==> config.mk <==
export PLATFORM = sky130hd
export DESIGN_NAME = mod_74x16x_counter
export DESIGN_NICKNAME = d
export VERILOG_FILES = /design/src/rtl/mod_74x16x_counter.sv
export SDC_FILE = /design/constraint.sdc
export NUM_CORES = 1
export LEC_CHECK = 0
export BUFFER_PORTS_ARGS = -buffer_cell sky130_fd_sc_hd__buf_4
export CORE_AREA = 2 2 39 41
export CTS_BUF_LIST = sky130_fd_sc_hd__clkbuf_4
export DETAILED_ROUTE_END_ITERATION = 8
export DIE_AREA = 0 0 41 43
export PLACE_DENSITY = 0.52
export SETUP_SLACK_MARGIN = 0.05
export SLEW_MARGIN = 30
export SYNTH_ARGS = -nofsm -noshare
export SYNTH_HDL_FRONTEND = slang
export SYNTH_SLANG_ARGS = --single-unit
==> constraint.sdc <==
create_clock -name CLK -period 4.1 [get_ports CLK]
set_clock_uncertainty 0.15 [all_clocks]
set_input_delay 0.205 -clock CLK [delete_from_list [all_inputs] [get_ports CLK]]
set_output_delay 0.205 -clock CLK [all_outputs]
set_load 0.02 [all_outputs]
==> src/rtl/mod_74x16x_counter.sv <==
// Presettable synchronous counter in the 74x160/161/163 family: sync clear, sync load, ENP/ENT enables, RCO.
// Optional up/down counting with macro COUNTER_UPDOWN_EN (DN port is present in both builds).
module mod_74x16x_counter #(
  parameter int WIDTH   = 4,
  parameter int MODULUS = 2 ** WIDTH
) (
  input  logic             CLK,
  input  logic             RST,
  input  logic             CLR_N,
  input  logic             LOAD_N,
  input  logic             ENP,
  input  logic             ENT,
  input  logic             DN,
  input  logic [WIDTH-1:0] D,
  output logic [WIDTH-1:0] Q,
  output logic             RCO
);

  if (WIDTH < 1 || MODULUS < 2 || MODULUS > (2 ** WIDTH)) begin : g_bad_param
    $error("mod_74x16x_counter: need WIDTH>=1 and 2 <= MODULUS <= 2**WIDTH");
  end

  localparam logic [WIDTH-1:0] TC = WIDTH'(MODULUS - 1);

  logic at_tc;
  logic at_zero;
  logic [WIDTH-1:0] q_step;

  assign at_tc   = (Q == TC);
  assign at_zero = (Q == '0);

`ifdef COUNTER_UPDOWN_EN
  // Values above TC (only reachable by load) simply step by one in either direction.
  always_comb begin
    q_step = Q + 1'b1;
    if (DN)         q_step = at_zero ? TC : Q - 1'b1;
    else if (at_tc) q_step = '0;
  end

  assign RCO = ENT & (DN ? at_zero : at_tc);
`else
  logic unused_dn;
  assign unused_dn = DN;

  always_comb begin
    q_step = Q + 1'b1;
    if (at_tc) q_step = '0;
  end

  assign RCO = ENT & at_tc;
`endif

  always_ff @(posedge CLK) begin
    if (RST)             Q <= '0;
    else if (!CLR_N)     Q <= '0;
    else if (!LOAD_N)    Q <= D;
    else if (ENP && ENT) Q <= q_step;
  end

endmodule

==> impl_metrics.yaml <==
outcome:
  status: "finished clean"
detailed_routing:
  vias: 280
  route.top_layer_used: "met3"
  dr.pass1.iters: 2
  met1_length_um: 280
  ant_nets: 0
  wl_met2_um: 283
  via_per_inst: 4.44
  drt_drc_violations_left: 0
  drt_wl_total_um: 619
  wl_met3_um: 55
  routedWlPerCell_um: 9.83
  first_iter_violations: 1
sta:
  slew_violations: 0
  hold_viol_final: 0
  timing.hold.ws_ns: 0.0744
  setup_viol: 0
  slew_headroom_pct: 83.9
  worstMarginPinSlew_ns: 0.242
  rsz0062_at_grt: "no"
  max_freq_mhz: 627
  fin_tns_setup_ns: 0
  period_share_pct: 38.9
  period_minus_slack_ns: 1.59
floorplanning:
  rows: 14
  start_util_pct: 18.6
  die_y_um: 43
  io_pins: 16
  coreArea_mm2: 0.00138
  die_w_um: 41
  dieArea_mm2: 0.00176
worst_setup_path:
  worst_setup_path_end_kind: "output port"
  r2r_setup_slack_ns: 2.67
  crit_fanout: 6
  crit_chain: "ha_1 -> and4_2 -> buf_4"
  slowest_delay_ns: 0.41
  cp-start-kind: "flop"
  cp_slowest_cell: "dfxtp_1"
  reg2reg_from: "Q[0]"
  critical_path_arrival_ns: 1.24
  critPathLaunch: "Q[0]"
  path_buf_inv: 1
  worstPathRequired_ns: 3.74
  crit_family: "flip-flops"
  critPathKind: "reg2out"
place:
  port_buffers: 14
  gp_congestion: 0.692
  dpl.hpwl_um: 493
cells_and_area:
  seqCellArea_um2: 80.1
  fin_nets: 61
  drive_gt1_share_pct: 42.6
  n_antenna_cell: 0
  top_regs: "Q x4"
  n_fill_cell: 160
  largest_reg_flops: 4
  multi_input_area_um2: 169
  syn2layout_area_growth_pct: 59.2
  regMostFlops: "Q"
synthesis:
  synth_edf_count: 0
  syn_area_per_cell_um2: 8.59
  synthXorXnorAreaFrac_pct: 3.40
  synthCells: 30
  yosysTopAreaCell: "dfxtp_1"
  synth_ff_type: "dfxtp_1"
  seq_area_frac_synth_pct: 31.1
  syn_area_um2: 258
  synth_top_family_by_area: "compound AO/OA/AOI/OAI gates"
  synth-compound-area-share_pct: 29.1
  synth.top_cells.by_area: "dfxtp_1 (31%), a2111oi_2 (5.8%), a31oi_1 (4.9%), ha_1 (4.9%), a21oi_1 (3.9%)"
  synth-simple-area-share_pct: 24.3
  async_flop_share_pct: 0
  muxShareOfSynthArea_pct: 3.88
  yosysMostFrequentCell: "dfxtp_1"
  yosysWarnings: 0
  syn_nets: 42
  ys_ff_latch: 4
  yosysUniqueCellTypes: 21
  synth_top_area_share_pct: 31.1
  synth_adder_area_share_pct: 4.85
clocking:
  cts_tree: "done"
  root_buffer: "clkbuf_4"
  clkTransAtPathRegs_ns: 0.04
  clock_sinks: 4
  post_cts_buffers: 0
  cts_buffer_depth: 2
  cts.htree.levels: 1
  hold_buffers: 1
  cts-buffers-inserted: 3
  insertion_delay_ns: 0.23
  post_cts_resized: 0
power:
  p_leak_nw: 0.192
  powerDensity_mw_per_mm2: 278
  ir_worst_vdd_v: 0.000102
flow_run:
  max-cap-violations: 0
global_routing:
  antenna_found_initial: 0
  grt_pass1_vias: 235
  grt_max_degree: 12
  grt_overflow_total: 0
  grtUsageTotal_pct: 7.92
  grt_pass1_wl_um: 903
min_path:
  hold_path_startpoint: "CLR_N"
  hold_class: "in2reg"
-- kinds of logic after synthesis --
family,count (synthesis)
xor gates and xnor gates,1
AOI/OAI and AO/OA,10
adders and majority gates,1
and+or+nand+nor,11
muxes,1
DFF,4
buffers and inverters,2
-- placed cells by master, fill, tap and decap left out, drive strengths merged, types with 2 or more instances in the layout --
| cell | count |
|---|---|
| nand3 | 2 |
| a21oi | 2 |
| nand2 | 3 |
| o21ai | 2 |
| a31oi | 2 |
| buf | 14 |
| dfxtp | 4 |
| nor2 | 2 |
| clkbuf | 3 |
-- metrics by stage --
stage / utilization [%] / total power (W) / std cells / worst slack (ns) / area [um^2]
2_1_floorplan: - / 0.0000547 / 30 / 2.62 / 258
3_3_place_gp: 27.3 / 0.0000666 / 59 / 2.66 / 378
3_5_place_dp: 27.3 / 0.0000666 / 59 / 2.67 / 378
4_1_cts: 29.7 / 0.000117 / 63 / 2.50 / 410
5_1_grt: 29.7 / 0.000122 / 63 / 2.41 / 410
6_report: 29.7 / 0.000114 / 63 / 2.51 / 410
-- path summary, 6_finish.rpt --
| kind | depth (start not counted) | endpoint |
|---|---|---|
| worst max-delay path | 3 | RCO |
| worst min-delay path | 3 | Q[1] |
| worst max register to register | 4 | Q[3] |
| worst min register to register | 2 | Q[0] |
-- tightest hold or removal path, cell delays in order --
cell and delay (ns):
buf_4 0.11, inv_1 0.06, a2111oi_2 0.04
-- layer usage --
| metal | vias up | track usage (%) |
|---|---|---|
| li1 | 151 | - |
| met1 | 120 | 9.29 |
| met2 | 9 | 10.0 |
| met3 | 0 | 4.71 |
| met4 | 0 | 6.00 |
| met5 | - | 0 |
-- layout make-up --
cell class	count	area share, %
repair buffers	15	28.0
well taps	16	4.88
inverters	1	0.915
flip-flops and latches	4	19.5
multi-input cells	24	41.2
clock buffers	3	5.49
-- where the power goes --
| group | switching (W) | leakage [nW] | internal, W |
|---|---|---|---|
| Combinational | 0.0000102 | 0.145 | 0.0000127 |
| Sequential | 0.00000272 | 0.0328 | 0.0000410 |
| Clock | 0.0000149 | 0.0138 | 0.0000327 |
| Total | 0.0000278 | 0.192 | 0.0000864 |
(Power assumes the default switching activity.)
